[config.mk]
export PLATFORM = sky130hd
export DESIGN_NAME = ascon_round_ctrl
export DESIGN_NICKNAME = d
export VERILOG_FILES = /design/src/rtl/ascon_round_ctrl.sv
export SDC_FILE = /design/constraint.sdc
export NUM_CORES = 1
export LEC_CHECK = 0
export ABC_AREA = 0
export CAP_MARGIN = 30
export CORE_AREA = 5 5 42 44
export DETAILED_ROUTE_END_ITERATION = 10
export DIE_AREA = 0 0 47 49
export MAX_ROUTING_LAYER = met4
export PLACE_DENSITY_LB_ADDON = 0.05
export SYNTH_ARGS = -nofsm -noshare
export SYNTH_HDL_FRONTEND = slang
export SYNTH_SLANG_ARGS = --single-unit
[constraint.sdc]
create_clock -name clock_i -period 2.2 [get_ports clock_i]
set_clock_uncertainty 0.2 [all_clocks]
set_input_delay 0.22 -clock clock_i [delete_from_list [all_inputs] [get_ports clock_i]]
set_output_delay 0.22 -clock clock_i [all_outputs]
set_load 0.05 [all_outputs]
[src/rtl/ascon_round_ctrl.sv]
// Round-index sequencer for the Ascon permutation: runs p^12 or p^6 (and p^8 when
// ASCON_P8_EN is defined) with a start/done handshake and a hold stall.
module ascon_round_ctrl #(
    parameter int NB_ROUNDS_A = 12,
    parameter int NB_ROUNDS_B = 6
) (
    input  logic       clock_i,
    input  logic       reset_i,
    input  logic       start_i,
    input  logic [1:0] mode_i,
    input  logic       hold_i,
    output logic [3:0] round_o,
    output logic       en_round_o,
    output logic       first_round_o,
    output logic       last_round_o,
    output logic       busy_o,
    output logic       done_o,
    output logic       err_o
);

    localparam logic [3:0] LAST_ROUND = 4'd11;
    localparam logic [3:0] START_A    = 4'(12 - NB_ROUNDS_A);
    localparam logic [3:0] START_B    = 4'(12 - NB_ROUNDS_B);
`ifdef ASCON_P8_EN
    localparam logic [3:0] START_P8   = 4'd4;
`endif

    typedef enum logic {
        IDLE = 1'b0,
        RUN  = 1'b1
    } state_t;

    state_t     state_q, state_d;
    logic [3:0] round_q, round_d;
    logic       first_q, first_d;
    logic       done_q, done_d;
    logic       err_q, err_d;
    logic       mode_legal;
    logic [3:0] start_index;

    // Mode decode: legality and the round index a call starts from.
    // NOTE: every signal assigned in always_comb gets a default first, so no path leaves it unassigned and no latch is inferred.
    always_comb begin
        mode_legal  = 1'b0;
        start_index = 4'd0;
        case (mode_i)
            2'b00: begin
                mode_legal  = 1'b1;
                start_index = START_A;
            end
            2'b10: begin
                mode_legal  = 1'b1;
                start_index = START_B;
            end
`ifdef ASCON_P8_EN
            2'b01: begin
                mode_legal  = 1'b1;
                start_index = START_P8;
            end
`endif
            default: ;
        endcase
    end

    // NOTE: sequential state uses non-blocking assignments so every register samples pre-edge values.
    always_ff @(posedge clock_i) begin
        if (reset_i) begin
            state_q <= IDLE;
            round_q <= 4'd0;
            first_q <= 1'b0;
            done_q  <= 1'b0;
            err_q   <= 1'b0;
        end else begin
            state_q <= state_d;
            round_q <= round_d;
            first_q <= first_d;
            done_q  <= done_d;
            err_q   <= err_d;
        end
    end

    // Next state; the counter never wraps because reaching the last round leaves RUN.
    always_comb begin
        state_d = state_q;
        round_d = round_q;
        first_d = first_q;
        done_d  = 1'b0;
        err_d   = 1'b0;
        case (state_q)
            IDLE: begin
                if (start_i) begin
                    if (mode_legal) begin
                        state_d = RUN;
                        round_d = start_index;
                        first_d = 1'b1;
                    end else begin
                        err_d = 1'b1;
                    end
                end
            end
            RUN: begin
                if (!hold_i) begin
                    first_d = 1'b0;
                    if (round_q == LAST_ROUND) begin
                        state_d = IDLE;
                        round_d = 4'd0;
                        done_d  = 1'b1;
                    end else begin
                        round_d = round_q + 4'd1;
                    end
                end
            end
            default: state_d = IDLE;
        endcase
    end

    // Outputs toward the permutation datapath.
    always_comb begin
        busy_o        = (state_q == RUN);
        en_round_o    = busy_o & ~hold_i;
        first_round_o = busy_o & first_q & ~hold_i;
        last_round_o  = busy_o & (round_q == LAST_ROUND);
        round_o       = round_q;
        done_o        = done_q;
        err_o         = err_q;
    end

endmodule
### After elaboration in Yosys (flattened, before gate mapping)

Index checks and enable logic that the tools add are counted.

* $add $sub $neg: 1
* eq/ne operators: 5
* mux-type cells: 18
* bitwise gates (word level): 7
* reduce and logical (&&, ||, !) cells: 5

Operators by type and width (number)
* $mux W4: 4
* $mux W1: 10
* $pmux W4 S2: 1
* $ne A2 B2 Y1 const B: 3
* $reduce_or A3 Y1: 2
* $add A4 B1 Y4 const B: 1
* $and A1 B1 Y1: 4
* $eq A4 B4 Y1 const B: 1
* $pmux W1 S2: 2
* $mux W3: 1
* $not A1 Y1: 3
* $reduce_and A3 Y1: 1
* $eq A2 B2 Y1 const B: 1
* $logic_not A2 Y1: 1
* $reduce_or A2 Y1: 1

* bits in registers: 8
* bits of input ports: 6
* logic and storage cells: 41

### Depth between registers and ports, before layout

Gate-level depths: netlist of the first run.

* depth in word-level cells: 6
* mapped depth: 4
* mapped depth without buffers: 4

### Worst setup path after synthesis of the first run

Ideal clock, no wire load.

* kind: reg-to-output
* start point: register round_q[1] (netlist: round_o[1])
* end point: output port last_round_o
* arrival time: 1818 ps
* slack: -38 ps
* stages on the path, launching flop included: 4
* buffers on the path: 0
* cell sequence: dfxtp_1 -> ha_1 -> nand3b_1 -> nor2_1

* cells in the longest elaborated chain, start to end: 2

Ends and longest elaborated chain
* from (decl): RTL line 34 `logic [3:0] round_q, round_d;`
* from (signal assigned): RTL line 75 `round_q <= round_d;`
* $eq A4 B4 Y1: RTL line 122 `last_round_o = busy_o & (round_q == LAST_ROUND);`
* $and A1 B1 Y1: RTL line 122
* to (decl): RTL line 15 `output logic last_round_o,`

Every way passes these cells.

### Worst setup path in the final report of the first run

* start point: register state_q (netlist: busy_o)
* end point: output port busy_o

RTL lines
* from (decl): RTL line 33 `state_t state_q, state_d;`
* from (signal assigned): RTL line 74 `state_q <= state_d;`
* to (decl): RTL line 16 `output logic busy_o,`

No word-level cell between the ends.

==> reports/metrics.yaml, run 1 <==
status:
  status: "completed"
placement:
  pre_cts_ws_ns: 0.398
  place_area_sq_um: 599
  dp_cells: 74
  numPortBuffers: 15
  gp_congestion: 0.741
  place_hpwl_um: 726
yosys:
  synth.area.top_cells: "dfxtp_1 40%, o2111ai_1 4.4%, a21oi_1 3.8%"
  async_reset_ff_share_pct: 0
  synth-main-ff-cell: "dfxtp_1"
  syn-instance-count: 44
  syn-num-nets: 51
  yosysSeqAreaShare_pct: 40.0
  synth_cell_type_count: 27
  yosysWarnings: 0
  synth_seq_cells: 8
  yosys.area.top_type: "dfxtp_1"
  syn_area_sq_um: 400
  synth_edf_count: 0
  synth_commonest_cells: "8 x dfxtp_1, 3 x a21oi_1, 3 x nand3_1, 3 x nor2_1"
  postSynthAreaPerCell_sq_um: 9.10
  synth_most_common_cell: "dfxtp_1"
  synth_top_area_share_pct: 40.0
worst_hold_path:
  hold_path_depth: 2
  hold_path_class: "reg2reg"
sta:
  fin_hold_ws_ns: 0.303
  period_minus_slack_ns: 2.08
  min_period_over_period_pct: 94.5
  setup_viol: 0
  max_slew.worst_pin.slew_ns: 0.502
  worst_slack_ns: 0.121
  fmax_mhz: 481
  tns_ns: 0
  final_max_slew_viol_count: 0
  report.final.hold_viol_count: 0
  rsz0062_at_grt: "false"
  slew_headroom_pct: 66.4
clock_network:
  numCtsBuffers: 3
  clock_path_buffers: 2
  clk_pin_slew_ns: 0.06
  htreeDepth: 1
  cts_hold_buf: 0
  cts_tree: "yes"
  clock_latency_ns: 0.26
  cts_resized: 0
  post_cts_buffers: 0
  clkSinkCount: 8
  cts_root_buffer: "clkbuf_4"
power_and_ir_drop:
  power_leakage_nw: 0.229
  vdd_ir_drop_max_v: 0.000260
  powerDensity_nw_per_um2: 572
  total_power_uw: 355
grt:
  grt_pass1_wl_um: 1580
  antenna_found_initial: 0
  gr-total-overflow: 0
  grt_max_degree: 10
  grt_pass1_vias: 359
  grt_usage_pct: 9.68
floorplan:
  io_pins: 16
  die_x_um: 47
  die_area_sq_um: 2300
  num_rows: 14
  initial_core_util_pct: 28.6
  coreArea_sq_um: 1400
  die_h_um: 49
drt:
  viasPerCell: 5.10
  drtAntennaViolNets: 0
  num_vias: 393
  wl_per_cell_um: 13.2
  first_pass_iters: 4
  drtIter0Drc: 9
  wl_um: 1010
  drc: 0
final_layout:
  layout.cells.non_filler: 77
  layout-drive-gt1-share_pct: 16.4
  stdcell_area_sq_um: 622
  n_antenna_cell: 0
  n_fill_cell: 150
  regArea_sq_um: 160
  multiInputGateArea_sq_um: 225
  areaGrowthSynthToFinish_pct: 55.3
  final_util_pct: 44.4
  nets: 70
worst_setup_path:
  cp_slowest_stage_delay_ns: 0.87
  path_delay_family: "buffers and inverters"
  reg2reg_depth: 3
  worst-path-max-fanout: 9
  worstPathArrival_ns: 1.66
  critPathCaptureType: "output port"
  cpMaxStageDelayCell: "clkdlybuf4s50_1"
  r2r-end: "round_o[1]"
  path_buf_inv: 1
  crit_start: "busy_o"
  cp.depth: 1
  crit_chain: "clkdlybuf4s50_1"
  path_class: "reg2out"
  r2r-start: "busy_o"
  required_ns: 1.78
  r2r_setup_slack_ns: 0.70
  setup.worst_path.end: "busy_o"
  critical_path.startpoint_type: "flip-flop"
flow_run:
  max_cap_violations: 0
[state kept, by name (all words and copies together) (netlist names)]
register  cells
busy_o        1
err_o         1
round_o       4
first_q       1
done_o        1
[tightest hold or removal path: stages (launching register included)]
cell,delay [ns]
dfxtp_1,0.32
a21oi_1,0.06
nor2_1,0.09
[placed cells by master (no fill, tap or decap), drive strengths merged, types with 2 or more instances in the layout]
cell and count:
o2111ai 2, buf 3, o21ai 2, inv 3, clkdlybuf4s50 12, nand3 3, nor2 3, clkbuf 3
nor3 2, dfxtp 8, a21oi 3
[power breakdown]
| part | internal, mW | switching, mW |
|---|---|---|
| Sequential | 0.152 | 0.00897 |
| Combinational | 0.0329 | 0.0444 |
| Clock | 0.0628 | 0.0546 |
| Total | 0.248 | 0.108 |
[layout make-up]
| cell class | count | area share [%] |
|---|---|---|
| multi-input combinational | 32 | 36.2 |
| timing repair buffer | 15 | 29.0 |
| sequential | 8 | 25.8 |
| clock buffer | 3 | 3.62 |
| tap | 16 | 3.22 |
| inverter | 3 | 2.21 |
[routing by layer]
layer	global-route usage, %	part of all wire, %	vias up
met5	-	0	-
met3	3.32	6.2	2
met4	5.53	0.79	0
met2	11.1	42	11
met1	14.1	51	178
li1	-	-	202
[logic make-up after synthesis]
logic type                 after synthesis  share of synthesized area, %
AOI/OAI and AO/OA                        9                          14.7
DFF                                      8                          40.0
buffers and inverters                    4                          4.38
adders and majority gates                1                          3.12
and+or+nand+nor                         22                          37.8
[worst min-delay path by stage]
| stage | start | slack (ns) | to |
|---|---|---|---|
| global placement | first_q | 0.27 | first_q |
| detailed placement | first_q | 0.28 | first_q |
| CTS | first_q | 0.30 | first_q |
| finish | first_q | 0.30 | first_q |
| global route | first_q | 0.33 | first_q |
| floorplan | mode_i[0] | 0.18 | err_o |
No activity file was read; power rests on OpenSTA's default activity.
==> run 2: changes to the inputs <==
==> constraint.sdc (replaced) <==
create_clock -name clock_i -period 2.4 [get_ports clock_i]
set_clock_uncertainty 0.2 [all_clocks]
set_input_delay 0.24 -clock clock_i [delete_from_list [all_inputs] [get_ports clock_i]]
set_output_delay 0.24 -clock clock_i [all_outputs]
set_load 0.05 [all_outputs]
==> reports/metrics.yaml, run 2 (synthesis gave the netlist of run 1 again) <==
sta:
  setup_viol: 0  # unchanged
  report.final.hold_viol_count: 0  # unchanged
  worst_slack_ns: 0.325  # +0.204 ns
  min_period_over_period_pct: 86.5
  period_minus_slack_ns: 2.07
  max_slew.worst_pin.slew_ns: 0.500  # -0.00190 ns
  rsz0062_at_grt: "false"
  slew_headroom_pct: 66.5  # +0.13 points
  fin_hold_ws_ns: 0.294  # -0.00973 ns
  fmax_mhz: 482
  final_max_slew_viol_count: 0  # unchanged
  tns_ns: 0  # unchanged
clock_network:
  clock_path_buffers: 2  # unchanged
  numCtsBuffers: 3  # unchanged
  cts_hold_buf: 0  # unchanged
  cts_tree: "yes"
  cts_root_buffer: "clkbuf_4"
  clock_latency_ns: 0.26  # about the same
  clkSinkCount: 8  # unchanged
  cts_resized: 0  # unchanged
  post_cts_buffers: 0  # unchanged
  clk_pin_slew_ns: 0.06  # about the same
  htreeDepth: 1  # unchanged
worst_setup_path:
  required_ns: 1.96  # +0.18 ns
  path_buf_inv: 1  # unchanged
  r2r-end: "busy_o"
  path_delay_family: "buffers and inverters"
  critPathCaptureType: "output port"
  cp_slowest_stage_delay_ns: 0.87  # about the same
  crit_chain: "clkdlybuf4s50_1"
  r2r-start: "round_o[1]"
  cpMaxStageDelayCell: "clkdlybuf4s50_1"
  r2r_setup_slack_ns: 0.91  # +0.21 ns
  reg2reg_depth: 4  # +1
  critical_path.startpoint_type: "flip-flop"
  worstPathArrival_ns: 1.63  # -0.03 ns
  path_class: "reg2out"
  worst-path-max-fanout: 9  # unchanged
grt:
  grt_usage_pct: 10.7  # +1.0 points
  grt_max_degree: 10  # unchanged
  gr-total-overflow: 0  # unchanged
  grt_pass1_wl_um: 1710  # +8.3%
  antenna_found_initial: 0  # unchanged
  grt_pass1_vias: 399  # +11%
placement:
  place_area_sq_um: 572  # -4.6%
  pre_cts_ws_ns: 0.590  # +0.192 ns
  numPortBuffers: 15  # unchanged
  gp_congestion: 0.718  # -3.1%
floorplan:
  die_area_sq_um: 2300  # unchanged
  coreArea_sq_um: 1400  # unchanged
  die_h_um: 49  # unchanged
  num_rows: 14  # unchanged
  io_pins: 16  # unchanged
  die_x_um: 47  # unchanged
  initial_core_util_pct: 28.6  # unchanged
drt:
  first_pass_iters: 4  # unchanged
  drc: 0  # unchanged
  drtIter0Drc: 5  # -4
  wl_um: 1030  # +1.9%
  num_vias: 389  # -1.0%
  viasPerCell: 5.05  # -1.0%
  drtAntennaViolNets: 0  # unchanged
  wl_per_cell_um: 13.4  # +1.9%
final_layout:
  n_antenna_cell: 0  # unchanged
  layout_commonest_cell: "clkdlybuf4s50_1"
  nets: 70  # unchanged
  n_fill_cell: 155  # +3.3%
  areaGrowthSynthToFinish_pct: 48.4
  largest_reg_flops: 4  # unchanged
  stdcell_area_sq_um: 594  # -4.4%
  layout-drive-gt1-share_pct: 14.8  # -1.6 points
  final_cell_mix: "12 x clkdlybuf4s50_1, 8 x dfxtp_1"
worst_hold_path:
  min_to: "first_q"
  worstHoldStart: "first_q"
  hold_path_depth: 2  # unchanged
  hold_path_class: "reg2reg"
power_and_ir_drop:
  power_leakage_nw: 0.224  # -2.4%
  powerDensity_nw_per_um2: 540  # -5.5%
  vdd_ir_drop_max_v: 0.000207  # -20%
status:
  status: "completed"
flow_run:
  max_cap_violations: 0  # unchanged
run 2: cell counts in the layout (fill, tap and decap cells not counted):
No cell type changed its count.
run 2: through the flow:
stage,total power [mW],cells,utilization (%)
floorplan,0.192,44,-
global placement,0.219,74,40.8
detailed placement,0.219,74,40.8
CTS,0.329,77,42.4
global route,0.344,77,42.4
finish,0.321,77,42.4
run 2: cell type report:
class                      count  area, sq um  share of cell area (%)
multi-input combinational     32          223                    37.5
clock buffer                   3         22.5                    3.79
tap                           16         20.0                    3.37
timing repair buffer          15          155                    26.1
inverter                       3         13.8                    2.32
sequential                     8          160                    26.9
run 2: how the worst max path moves through the flow:
stage / start / end / slack, ns / cells past startpoint
final: busy_o / busy_o / 0.33 / 1
after global placement: busy_o / busy_o / 0.60 / 1
after global routing: busy_o / busy_o / 0.25 / 1
after detailed placement: busy_o / busy_o / 0.59 / 1
after CTS: busy_o / busy_o / 0.30 / 1
after floorplan: round_o[1] / last_round_o / 0.14 / 3
run 2: where the power goes:
part / internal, mW / total, mW / leakage [nW] / switching, mW
clock: 0.0573 / 0.105 / 0.0138 / 0.0475
sequential: 0.139 / 0.148 / 0.0653 / 0.00845
combinational: 0.0282 / 0.0682 / 0.145 / 0.0400
run 2: per-layer routing:
layer / share of wire (%) / vias to the layer above / global-route usage [%]
met5: 0 / - / -
met4: 1.4 / 0 / 7.37
met3: 8.3 / 2 / 5.17
met2: 42 / 12 / 12.9
met1: 48 / 173 / 13.4
li1: - / 202 / -
